$ cat src/rtl/mem_bist_pkg.sv
// Shared types and LFSR helper for the mem_bist memory self-test initiator.
// The LFSR pattern is used only when MEM_BIST_LFSR_EN is defined.
package mem_bist_pkg;

   typedef enum logic [2:0] {IDLE, WRITE, READ, DRAIN, DONE} state_t;

   localparam logic [7:0] LFSR_TAPS = 8'hB8;

   // Right-shifting Galois LFSR step.
   function automatic logic [7:0] lfsr_next(input logic [7:0] cur);
      return cur[0] ? ((cur >> 1) ^ LFSR_TAPS) : (cur >> 1);
   endfunction

endpackage

$ cat src/rtl/mem_bist_pattern.sv
// Test-pattern generator for mem_bist.
// MEM_BIST_LFSR_EN selects the LFSR sequence; otherwise the pattern is address XOR seed.
module mem_bist_pattern
   import mem_bist_pkg::*;
#(
   parameter int ADDR_W = 5,
   parameter int DATA_W = 8
) (
   input  logic              clk,
   input  logic              load,
   input  logic              restart,
   input  logic              advance,
   input  logic [DATA_W-1:0] seed,
   input  logic [ADDR_W-1:0] addr,
   output logic [DATA_W-1:0] pattern
);

   logic [DATA_W-1:0] seed_q;

   always_ff @(posedge clk) begin
      if (load) seed_q <= seed;
   end

`ifdef MEM_BIST_LFSR_EN
   if (DATA_W != 8) begin : g_width_check
      $error("mem_bist_pattern: DATA_W must be 8 when MEM_BIST_LFSR_EN is defined");
   end

   logic [7:0] lfsr_q;
   logic [7:0] base;
   logic       unused_addr;

   // restart replays the sequence from the captured seed for the read-back phase
   assign base        = load ? seed[7:0] : seed_q[7:0];
   assign unused_addr = ^addr;

   always_ff @(posedge clk) begin
      if (load || restart)
         lfsr_q <= lfsr_next((base == 8'h00) ? 8'h01 : base);
      else if (advance)
         lfsr_q <= lfsr_next(lfsr_q);
   end

   assign pattern = DATA_W'(lfsr_q);
`else
   logic unused_ctl;

   assign unused_ctl = restart ^ advance;
   assign pattern    = DATA_W'(addr) ^ seed_q;
`endif

endmodule

$ cat src/rtl/mem_bist.sv
// Memory BIST initiator: writes a pattern to every address, reads it back and compares.
// Optional MEM_BIST_LFSR_EN (in mem_bist_pattern) switches to an 8-bit LFSR pattern.
module mem_bist
   import mem_bist_pkg::*;
#(
   parameter int ADDR_W = 5,
   parameter int DATA_W = 8
) (
   input  logic              clk,
   input  logic              rst,
   input  logic              start,
   input  logic [DATA_W-1:0] seed,
   output logic              busy,
   output logic              done,
   output logic              pass,
   output logic [ADDR_W:0]   err_count,
   output logic [ADDR_W-1:0] first_err_addr,
   output logic [ADDR_W-1:0] addr,
   output logic [DATA_W-1:0] data_out,
   input  logic [DATA_W-1:0] data_in,
   output logic              read,
   output logic              write
);

   state_t            state_q, state_d;
   logic [ADDR_W-1:0] addr_q;
   logic              last_addr;
   logic              accept;
   logic [DATA_W-1:0] pattern;

   logic              vld_p0;
   logic [DATA_W-1:0] exp_p0;
   logic [ADDR_W-1:0] addr_p0;

   assign last_addr = &addr_q;
   assign accept    = start && ((state_q == IDLE) || (state_q == DONE));

   always_ff @(posedge clk or posedge rst) begin
      if (rst) state_q <= IDLE;
      else     state_q <= state_d;
   end

   always_comb begin
      state_d = state_q;
      case (state_q)
         IDLE:    if (accept)    state_d = WRITE;
         WRITE:   if (last_addr) state_d = READ;
         READ:    if (last_addr) state_d = DRAIN;
         DRAIN:                  state_d = DONE;
         DONE:    if (accept)    state_d = WRITE;
         default:                state_d = IDLE;
      endcase
   end

   always_comb begin
      busy  = 1'b0;
      done  = 1'b0;
      read  = 1'b0;
      write = 1'b0;
      case (state_q)
         WRITE: begin busy = 1'b1; write = 1'b1; end
         READ:  begin busy = 1'b1; read  = 1'b1; end
         DRAIN: busy = 1'b1;
         DONE:  done = 1'b1;
         default: ;
      endcase
   end

   // Counter steps once per strobe and wraps to 0 after the last address of each phase.
   always_ff @(posedge clk or posedge rst) begin
      if (rst)                addr_q <= '0;
      else if (write || read) addr_q <= addr_q + 1'b1;
   end

   mem_bist_pattern #(
      .ADDR_W (ADDR_W),
      .DATA_W (DATA_W)
   ) u_pattern (
      .clk     (clk),
      .load    (accept),
      .restart (write && last_addr),
      .advance (write || read),
      .seed    (seed),
      .addr    (addr_q),
      .pattern (pattern)
   );

   assign addr     = addr_q;
   assign data_out = write ? pattern : '0;
   assign pass     = done && (err_count == '0);

   // ---- stage p0: expected data travels one cycle behind the read strobe
   always_ff @(posedge clk or posedge rst) begin
      if (rst) vld_p0 <= 1'b0;
      else     vld_p0 <= read;
   end

   always_ff @(posedge clk) begin
      exp_p0  <= pattern;
      addr_p0 <= addr_q;
   end

   // ---- compare: data_in is aligned with stage p0
   always_ff @(posedge clk or posedge rst) begin
      if (rst) begin
         err_count      <= '0;
         first_err_addr <= '0;
      end else if (accept) begin
         err_count      <= '0;
         first_err_addr <= '0;
      end else if (vld_p0 && (data_in != exp_p0)) begin
         err_count <= err_count + 1'b1;
         if (err_count == '0) first_err_addr <= addr_p0;
      end
   end

endmodule

$ cat config.mk
export PLATFORM = sky130hd
export DESIGN_NAME = mem_bist
export DESIGN_NICKNAME = d
export VERILOG_FILES = /design/src/rtl/mem_bist_pkg.sv /design/src/rtl/mem_bist_pattern.sv /design/src/rtl/mem_bist.sv
export SDC_FILE = /design/constraint.sdc
export NUM_CORES = 1
export LEC_CHECK = 0
export CORE_AREA = 2 2 63 65
export CTS_CLUSTER_DIAMETER = 60
export CTS_CLUSTER_SIZE = 30
export DETAILED_ROUTE_END_ITERATION = 16
export DIE_AREA = 0 0 65 67
export PLACE_DENSITY = 0.77
export SLEW_MARGIN = 10
export SYNTH_ARGS = -nofsm -noshare
export SYNTH_HDL_FRONTEND = slang
export SYNTH_SLANG_ARGS = --single-unit
$ cat constraint.sdc
create_clock -name clk -period 3.11 [get_ports clk]
set_input_delay 0.622 -clock clk [delete_from_list [all_inputs] [get_ports clk]]
set_output_delay 0.622 -clock clk [all_outputs]
set_load 0.05 [all_outputs]
# --- Word level (Yosys, flattened, before mapping) ---
# Index checks and enable logic that the tools add are counted.
op_classes:
  add_sub_neg: 2
  eq_ne: 8
  n_mux: 14
  bitwise: 1
  reduce_logical: 14
ops:
  columns: ["operator", "n"]
  rows:
  - ["2-to-1 mux 5 bit", 3]
  - ["2-to-1 mux 6 bit", 2]
  - ["one-hot mux 3 bit (4 select lines)", 1]
  - ["2-to-1 mux 3 bit", 3]
  - ["2-to-1 mux 8 bit", 1]
  - ["inequality test 8 bit", 1]
  - ["bitwise XOR 5 x 8 -> 8 bit", 1]
  - ["adder 6 x 1 -> 6 bit (second input constant)", 1]
  - ["== test 3 x 2 -> 1 bit (second input constant)", 2]
  - ["logical NOT 6 bit", 1]
  - ["adder 5 x 1 -> 5 bit (second input constant)", 1]
  - ["AND reduction 5 bit", 1]
  - ["2-to-1 mux 1 bit", 4]
  - ["inequality test 2 bit (second input constant)", 2]
  - ["nonzero test 2 bit", 2]
  - ["== test 3 x 1 -> 1 bit (second input constant)", 1]
  - ["== test 3 bit (second input constant)", 1]
  - ["logical AND 1 bit", 3]
  - ["logical NOT 3 bit", 1]
  - ["AND reduction 3 bit", 1]
  - ["OR reduction 3 bit", 1]
  - ["logical OR 1 bit", 2]
  - ["inequality test 2 x 1 -> 1 bit (second input constant)", 1]
  - ["AND reduction 2 bit", 1]
  - ["OR reduction 2 bit", 1]
word_totals:
  register_bits: 41
  inputBits: 19
  out_inout_bits: 29
  word_cells: 47

# --- Depth between registers and ports, before layout ---
# Gate-level depths: netlist of run 1.
logic_depth:
  ltp_word: 5
  ltp_mapped: 6
  depth_no_buf: 6

# --- Modules after synthesis ---
# From an unflattened synthesis of run 1, not the netlist that was laid out.
unflattened:
  cells_unflattened: 141
  area_unflattened_um2: 1684.1
modules_own_cells:
  columns: ["module", "instances", "cells_each", "area_per_inst_um2", "seq_area_each_um2"]
  rows:
  - ["mem_bist", 1, 125, 1377.6, 760.7]
  - ["mem_bist_pattern", 1, 16, 306.5, 240.2]

# --- Worst setup path after synthesis of run 1 ---
# OpenSTA, ideal clock, no wires.
synth_path:
  kind: "flip-flop to output port"
  startpoint: "reg state_q[1]"
  endpoint: "out data_out[0]"
  arrival_time_ps: 1908
  required_ps: 2488
  setup_slack_ps: 580
  stages_incl_launch_ff: 4
  path_buffers: 0
  path_cell_list: "dfrtp_1 nand2b_1 nor2_1 and2_1"
synth_between:
  elab_chain_cells: 3
synth_rtl:
  columns: ["item", "line", "text"]
  rows:
  - ["from (decl)", "mem_bist.sv:25", "state_t state_q, state_d;"]
  - ["from (signal assigned)", "mem_bist.sv:40", "else state_q <= state_d;"]
  - ["== test 3 x 1 -> 1 bit", "mem_bist.sv:60", "case (state_q)"]
  - ["2-to-1 mux 1 bit", "mem_bist.sv:60", null]
  - ["named net write", "mem_bist.sv:22", "output logic write"]
  - ["2-to-1 mux 8 bit", "mem_bist.sv:89", "assign data_out = write ? pattern : '0;"]
  - ["to (decl)", "mem_bist.sv:19", "output logic [DATA_W-1:0] data_out,"]
# The timed path passes the listed nets, and every way through them passes these cells.

# --- Final worst setup path of run 1 ---
layout_path:
  startpoint: "reg state_q[1]"
  endpoint: "out data_out[2]"
layout_between:
  elab_chain_cells: 3
layout_rtl:
  columns: ["item", "line"]
  rows:
  - ["== test 3 x 1 -> 1 bit", "mem_bist.sv:60"]
  - ["2-to-1 mux 1 bit", "mem_bist.sv:60"]
  - ["2-to-1 mux 8 bit", "mem_bist.sv:89"]
# No other way between the ends.

==> metrics.md, run 1 <==
| Metric | Value |
|---|---|
| Synthesized instance count | 139 |
| CP Depth | 4 |
| DRC violations left | 0 |
| Clock insertion delay at the later pin of the skew report | 290 ps |
| Htree depth | 2 |
| Power share of the clock group | 17.9% |
| RSZ-0062 raised after global routing | false |
| Static Leak | 1.01 nW |
| Starting density of the core | 46.3% |
| GRT overflow | 0 |
| Ranking of synthesized cells by area | dfrtp_1, dfxtp_1, edfxtp_1, xor2_1, a21oi_1 |
| Die area | 0.00436 mm² |
| Drt wl/cell | 14.0 µm |
| Mapped Nets | 162 |
| Largest net degree at the start of global routing | 21 |
| CTS tree | done |
| Fmax | 352 MHz |
| Power Dens Cells | 1050 mW/mm² |
| Slew margin rel. | 40.5% |
| Buffers and inverters on the worst path | 1 |
| CTS Sinks | 41 |
| First-pass GRT wire length | 5520 µm |
| Reg2reg start | exp_p0[0] |
| Yosys top cell by area | dfrtp_1 |
| Setup crit start kind | register |
| Synth Area per Inst | 12.0 µm² |
| Ys Warns | 0 |
| Tcrit/Tclk final | 91.5% |
| ANT cells | 0 |
| Clock Skews | 5.51 ps |
| Kind of critical path | register to primary output |
| Number of placed I/O pins | 48 |
| Sequential share of power | 34.4% |
| Sw frac | 43.1% |
| Die H | 67 µm |
| Vias in the first global route | 1,249 |
| Worst Setup EP | data_out[2] |
| Routability-driven placement congestion ratio | 0.758 |
| Delay-heaviest family, CP | buffers and inverters |
| Worst-path fanout max | 9 |
| CORE AREA | 0.00361 mm² |
| Slew Limit Fails | 0 |
| I/O Buffers | 47 |
| Vias/cell | 5.22 |
| Sw power | 1.04 mW |
| R2r setup slk | 1250 ps |
| CP arrival | 2220 ps |
| Status | completed |
| Internal power | 1.38 mW |
| Worst vdd ir | 785 µV |
| Comb power frac | 47.7% |
| Synth Cell Area | 0.00167 mm² |
| Register area share after synthesis | 60.0% |
| Layout cells sized above 1 | 7.25% |
| Root Buffer Master | clkbuf_8 |
| Final setup fails | 0 |
| WP data required | 2490 ps |
| Post-CTS Setup Bufs | 0 |
| Cts bufs inserted | 5 |
| Hold_ws | 360 ps |
| Total Wirelength | 3370 µm |
| Antenna violations before repair | 0 |
| Register-to-Register Path Depth | 5 |
| First-iteration detailed-routing DRC count | 86 |
| Slew @ Worst Pin | 890 ps |
| Reg clk slew, reported paths | 70 ps |
| Minimum clock period | 2840 ps |
| Vias after detailed routing | 1,259 |
| Post-synthesis register bit count | 41 |
| R2r endpoint | first_err_addr[3] |
| Crit. End Element | primary output |
| Max-cap viol count | 0 |
| Max stage delay cell, worst path | clkdlybuf4s50_1 |
| Netlist cell types | 30 |
| Hold crit path type | register to register |
| Max Root-Sink Buffers | 2 |
| Initial DRT Pass Iterations | 4 |
| Setup total negative slack | 0 ps |
| Rows | 22 |
| Crit path cell chain | nand2b_1, nor2_2, and2_1, clkdlybuf4s50_1 |
| Top cell type's share of synthesized area | 30.0% |
| Die Span X | 65 µm |
| Tot GR Track Use | 17.1% |
| Final hold viol count | 0 |
| Critical path origin | state_q[1] |
| Max incr delay on CP | 810 ps |
| Cts hold-fix bufs | 0 |
| Layout Nets | 215 |
| Antenna Violating Nets Remaining | 0 |
| Hpwl dp | 2520 µm |
| Area Overhead vs Synth | 38.5% |
[power by group through the flow]
| stage | Combinational [mW] | Clock [mW] | Sequential, mW |
|---|---|---|---|
| finish | 1.15 | 0.432 | 0.834 |
| global route | 1.22 | 0.451 | 0.851 |
| floorplan | 0.612 | 0 | 0.995 |
| detailed placement | 1.15 | 0 | 0.845 |
| CTS | 1.16 | 0.435 | 0.836 |
| global placement | 1.14 | 0 | 0.839 |
[repair_timing]
action	in CTS	in global routing
endpoints found under the setup margin	0	8
gates resized for setup	0	1
hold endpoints to repair	0	0
[cell type report]
class	count	area (µm²)
timing repair buffer	48	478
inverter	6	22.5
clock buffer	7	86.3
multi-input combinational	90	632
clock inverter	1	30.0
fill	287	1300
tap	48	60.1
sequential	41	1000
[state kept, by name (all words and copies together) (netlist names)]
register,flops
addr_p0,5
state_q,3
addr,5
vld_p0,1
err_count,6
first_err_addr,5
exp_p0,8
u_pattern.seed_q,8
[worst min path at each step]
| stage | from | end | slack (ps) | cells past startpoint |
|---|---|---|---|---|
| after floorplan | u_pattern.seed_q[5] | exp_p0[5] | 340 | 0 |
| after global placement | u_pattern.seed_q[7] | exp_p0[7] | 340 | 0 |
| after detailed placement | u_pattern.seed_q[7] | exp_p0[7] | 350 | 0 |
| after CTS | u_pattern.seed_q[7] | exp_p0[7] | 370 | 0 |
| after global routing | u_pattern.seed_q[7] | exp_p0[7] | 390 | 0 |
| final | u_pattern.seed_q[7] | exp_p0[7] | 360 | 0 |
[cell usage after synthesis (all sizes together)]
cell / number
mux2: 3
inv: 5
nand2: 12
o31ai: 1
nor2: 9
xor2: 14
nand2b: 2
clkbuf: 1
and3: 1
nand3b: 2
dfxtp: 13
nor4: 3
a21boi: 1
clkinv: 1
mux2i: 1
dfrtp: 20
or4: 2
nand3: 1
and2: 8
nand4: 2
buf: 1
xnor2: 5
a21bo: 1
a21oi: 10
ha: 4
a41o: 5
o21ai: 2
o211ai: 1
edfxtp: 8
[layer usage]
metal  global-route usage [%]  part of all wire [%]  wire, µm
met3                     5.74                   7.3       247
met2                     27.8                    48      1630
met5                        0                     0         0
met4                     9.04                   2.5        85
met1                     20.0                    42      1400
[worst register-to-register path, cell delays in order (launching register included)]
cell      delay, ps
dfxtp_1         320
xor2_1          170
nor4_2          100
a21boi_1        720
a21oi_1         170
a41o_1          270
[through the flow]
stage / utilization (%) / instances / worst slack, ps / total power [mW] / instance area (µm²)
3_5_place_dp: 60.8 / 233 / 439 / 2.00 / 2190
4_1_cts: 64.0 / 241 / 94.4 / 2.43 / 2310
3_3_place_gp: 60.8 / 233 / 445 / 1.97 / 2190
6_report: 64.1 / 241 / 266 / 2.42 / 2310
5_1_grt: 64.1 / 241 / 149 / 2.53 / 2310
2_1_floorplan: - / 139 / 580 / 1.61 / 1670
[cell usage in the layout (no fill, tap or decap), types with 2 or more instances in the layout]
cell type        instances
and2_1                   8
inv_1                    5
ha_1                     4
nand2b_1                 2
clkdlybuf4s50_1         47
dfxtp_1                 13
a21oi_1                 10
nand3b_1                 2
o21ai_0                  2
dfrtp_1                 20
a41o_1                   5
xor2_1                  14
nor2_1                   8
edfxtp_1                 8
nor4_2                   2
mux2_2                   3
xnor2_1                  5
nand2_1                 12
clkbuf_8                 6
or4_1                    2
nand4_1                  2
[kinds of logic (layout without fill, tap and decap cells)]
logic type | count (synthesis) | count (layout) | share of synthesized area, %
xor+xnor | 19 | 19 | 9.98
compound gates | 21 | 21 | 8.55
fa+ha+maj | 4 | 4 | 3.00
flops | 41 | 41 | 60.0
mux | 4 | 4 | 2.63
simple gates | 42 | 42 | 13.6
buf+inv | 8 | 62 | 2.25
(Power assumes the default switching activity.)
==> inputs of run 2 (changes only) <==
CTS_BUF_LIST = sky130_fd_sc_hd__clkbuf_8   (was unset)
==> metrics.md, run 2 (synthesized netlist as in run 1, its figures left out) <==
| Metric | Value |
|---|---|
| Drt wl/cell | 13.9 µm |
| Slew @ Worst Pin | 881 ps |
| Layout cells sized above 1 | 7.25% |
| Cts bufs inserted | 5 |
| Starting density of the core | 46.3% |
| Fill cells | 287 |
| Rows | 22 |
| Vias after detailed routing | 1,253 |
| Static Leak | 1.01 nW |
| Util after Layout | 64.1% |
| Buffers and inverters on the worst path | 1 |
| Post-CTS Setup Bufs | 0 |
| Antenna violations before repair | 0 |
| Place WS | 439 ps |
| Most common cell after layout, fill and taps aside | clkdlybuf4s50_1 |
| Final WS setup | 266 ps |
| DRC violations left | 0 |
| Delay-heaviest family, CP | buffers and inverters |
| Reg clk slew, reported paths | 70 ps |
| Die area | 0.00436 mm² |
| Power, Total | 2.42 mW |
| I/O Buffers | 47 |
| Area Overhead vs Synth | 38.5% |
| Area of the multi-input gates | 632 µm² |
| Slew Limit Fails | 0 |
| First-pass GRT wire length | 5520 µm |
| Fin cells | 241 |
| Max stage delay cell, worst path | clkdlybuf4s50_1 |
| GRT overflow | 0 |
| Die Span X | 65 µm |
| Max-cap viol count | 0 |
| CORE AREA | 0.00361 mm² |
| Power Dens Cells | 1050 mW/mm² |
| CP arrival | 2220 ps |
| Max incr delay on CP | 810 ps |
| Kind of critical path | register to primary output |
| Final setup fails | 0 |
| Die H | 67 µm |
| Slew margin rel. | 41.1% |
| Crit. End Element | primary output |
| CTS tree | done |
| Worst vdd ir | 785 µV |
| Final hold viol count | 0 |
| Clock insertion delay at the later pin of the skew report | 290 ps |
| Minimum clock period | 2840 ps |
| Hpwl dp | 2520 µm |
| Setup crit start kind | register |
| Total Wirelength | 3360 µm |
| Layout Nets | 215 |
| CTS Sinks | 41 |
| Hold crit path type | register to register |
| Worst-path fanout max | 9 |
| Routability-driven placement congestion ratio | 0.758 |
| Placed instance count | 233 |
| Max Root-Sink Buffers | 2 |
| WP data required | 2490 ps |
| Reg area | 0.00100 mm² |
| ANT cells | 0 |
| Root Buffer Master | clkbuf_8 |
| Most frequent cells in the layout | clkdlybuf4s50_1, dfrtp_1, xor2_1 |
| Status | completed |
| Crit path cell chain | nand2b_1, nor2_2, and2_1, clkdlybuf4s50_1 |
| Htree depth | 2 |
| Antenna Violating Nets Remaining | 0 |
| Number of placed I/O pins | 48 |
| Clock Skews | 5.83 ps |
| Fmax | 352 MHz |
| Largest regs | exp_p0 x8, u_pattern.seed_q x8, err_count x6 |
| Tot GR Track Use | 17.1% |
| Vias in the first global route | 1,249 |
| RSZ-0062 raised after global routing | false |
| Vias/cell | 5.20 |
| First-iteration detailed-routing DRC count | 87 |
| Tcrit/Tclk final | 91.5% |
| Initial DRT Pass Iterations | 4 |
| Setup total negative slack | 0 ps |
| Largest net degree at the start of global routing | 21 |
-- run 2: layout make-up --
class / instances / share of cell area (%)
Multi-Input combinational cell: 90 / 27.4
Timing Repair Buffer: 48 / 20.7
Sequential cell: 41 / 43.3
Tap cell: 48 / 2.60
Clock buffer: 6 / 3.58
Inverter: 6 / 0.975
Clock inverter: 2 / 1.46
-- run 2: stage by stage --
stage / cell area, µm² / hold slack, ps
finish: 2310 / 360
floorplan: 1670 / 339
detailed placement: 2190 / 348
CTS: 2310 / 365
global placement: 2190 / 345
global route: 2310 / 390
-- run 2: layer usage --
metal | part of all wire, % | routed length (µm) | global-route usage [%] | vias up
met2 | 48 | 1630 | 27.8 | 58
met3 | 7.3 | 244 | 5.74 | 12
met1 | 42 | 1400 | 20.0 | 596
li1 | - | - | - | 587
met5 | 0 | 0 | 0 | -
met4 | 2.5 | 85 | 9.04 | 0
-- run 2: power breakdown --
part           total, mW  switching [mW]  internal, mW
sequential         0.834           0.128         0.706
clock              0.430           0.171         0.258
combinational       1.15           0.745         0.410
total               2.42            1.04          1.37
-- run 2: worst paths after layout --
| check | startpoint | endpoint | slack [ps] | depth (start not counted) |
|---|---|---|---|---|
| setup / recovery | state_q[1] | data_out[2] | 270 | 4 |
| hold / removal | u_pattern.seed_q[7] | exp_p0[7] | 360 | 0 |
| min in group asynchronous | rst | err_count[0] | 760 | 2 |
| max in group asynchronous | rst | state_q[2] | 1890 | 2 |
| hold reg to reg | u_pattern.seed_q[7] | exp_p0[7] | 360 | 0 |
| setup reg to reg | exp_p0[0] | first_err_addr[3] | 1260 | 5 |
-- run 2: repair_timing --
| item | CTS | global route |
|---|---|---|
| setup endpoints to repair | 0 | 8 |
| hold buffers | 0 | 0 |
| gates resized for setup | 0 | 1 |
==> inputs of run 3 (changes only) <==
CORE_AREA = 2 2 73 75   (was 2 2 63 65)
DIE_AREA = 0 0 75 77   (was 0 0 65 67)
PLACE_DENSITY = unset   (was 0.77)
==> metrics.md, run 3 (synthesized netlist as in run 1, its figures left out) <==
| Metric | Value |
|---|---|
| Status | completed |
| Layout cells sized above 1 | 6.74% |
| Hold-critical path depth | 0 |
| Crit. End Element | primary output |
| GRT overflow | 0 |
| Final hold viol count | 0 |
| Slew Limit Fails | 0 |
| Hold crit path type | register to register |
| Largest net degree at the start of global routing | 21 |
| Vias in the first global route | 1,280 |
| Sw power | 1.05 mW |
| Post-CTS Setup Bufs | 0 |
| Vias after detailed routing | 1,202 |
| Rows | 26 |
| Max incr delay on CP | 810 ps |
| Starting density of the core | 33.5% |
| Vias/cell | 4.57 |
| Die H | 77 µm |
| Util after Layout | 46.8% |
| Sw frac | 43.8% |
| DRC violations left | 0 |
| Post_cts resized | 0 |
| Slew margin rel. | 37.7% |
| Max stage delay cell, worst path | clkdlybuf4s50_1 |
| Die Span X | 75 µm |
| Antenna Violating Nets Remaining | 0 |
| Max Root-Sink Buffers | 2 |
| Delay-heaviest family, CP | buffers and inverters |
| Slew @ Worst Pin | 933 ps |
| Buffers and inverters on the worst path | 1 |
| Clock insertion delay at the later pin of the skew report | 290 ps |
| Sequential share of power | 34.9% |
| Static Leak | 1.00 nW |
| Setup total negative slack | 0 ps |
| Hpwl dp | 2650 µm |
| Layout Nets | 215 |
| CP arrival | 2180 ps |
| Final WS setup | 309 ps |
| CORE AREA | 0.00498 mm² |
| Tot GR Track Use | 14.0% |
| First-iteration detailed-routing DRC count | 72 |
| Worst-path fanout max | 9 |
| Setup crit start kind | register |
| Register-to-Register Path Depth | 5 |
| Reg clk slew, reported paths | 80 ps |
| Largest regs | exp_p0 x8, u_pattern.seed_q x8, err_count x6 |
| Comb power frac | 48.0% |
| ANT cells | 0 |
| Total Wirelength | 3650 µm |
| Kind of critical path | register to primary output |
| Final setup fails | 0 |
| Cts bufs inserted | 5 |
| Place WS | 479 ps |
| CP Depth | 4 |
| Htree depth | 2 |
| Fmax | 357 MHz |
| Fill cells | 447 |
| CTS Sinks | 41 |
| Minimum clock period | 2800 ps |
| First-pass GRT wire length | 6170 µm |
| Die area | 0.00578 mm² |
| Power Dens Cells | 1030 mW/mm² |
| Area Overhead vs Synth | 39.5% |
| Clock Skews | 4.64 ps |
| Antenna violations before repair | 0 |
| Power share of the clock group | 17.2% |
| CTS tree | done |
| Max-cap viol count | 0 |
| Drt wl/cell | 13.9 µm |
| Crit path cell chain | nand2b_1, nor2_2, and2_1, clkdlybuf4s50_1 |
| Initial DRT Pass Iterations | 4 |
| RSZ-0062 raised after global routing | false |
| Most frequent cells in the layout | clkdlybuf4s50_1, dfrtp_1, xor2_1 |
| WP data required | 2490 ps |
| Worst vdd ir | 742 µV |
| Internal power | 1.35 mW |
| Cts hold-fix bufs | 0 |
| Root Buffer Master | clkbuf_8 |
| Most common cell after layout, fill and taps aside | clkdlybuf4s50_1 |
| Routability-driven placement congestion ratio | 0.815 |
| Tcrit/Tclk final | 90.1% |
| I/O Buffers | 47 |
| Number of placed I/O pins | 48 |
==> run 3: worst paths after layout <==
| kind | startpoint | endpoint | slack (ps) |
|---|---|---|---|
| hold reg to reg | u_pattern.seed_q[6] | exp_p0[6] | 370 |
| hold / removal | u_pattern.seed_q[6] | exp_p0[6] | 370 |
| max in group asynchronous | rst | vld_p0 | 1850 |
| setup / recovery | state_q[1] | data_out[1] | 310 |
| min in group asynchronous | rst | first_err_addr[4] | 770 |
| setup reg to reg | exp_p0[5] | first_err_addr[1] | 1260 |
==> run 3: layer usage <==
layer	wire [µm]	share of wire [%]	track usage, %	vias up
li1	-	-	-	588
met1	1610	44	17.7	575
met2	1780	49	22.4	35
met3	220	6.0	4.47	4
met4	48	1.3	4.82	0
met5	0	0	0	-
==> run 3: worst register-to-register path, stage by stage (launching register included) <==
cell and delay, ps:
dfxtp_1 330, xor2_1 170, nor4_2 100, a21boi_1 750
a21oi_1 150, a41o_1 250
==> run 3: per-stage QoR <==
step,power (mW),instance area [µm²],hold slack [ps],std cells
after global routing,2.54,2330,396,263
after global placement,1.98,2220,350,255
after detailed placement,2.00,2220,352,255
after CTS,2.42,2320,372,263
after floorplan,1.61,1670,339,139
final,2.40,2330,368,263
==> run 3: power groups by stage <==
stage	sequential (mW)	clock [mW]	combinational, mW
after floorplan	0.995	0	0.612
final	0.838	0.413	1.15
after global placement	0.847	0	1.14
after CTS	0.841	0.422	1.16
after detailed placement	0.852	0	1.15
after global routing	0.864	0.453	1.22
==> run 3: final cells by class <==
type	count	area (µm²)	share of cell area, %
sequential	41	1000	43.0
multi-input combinational	90	632	27.2
timing repair buffer	48	478	20.5
tap	70	87.6	3.76
clock buffer	5	68.8	2.96
clock inverter	3	37.5	1.61
inverter	6	22.5	0.968
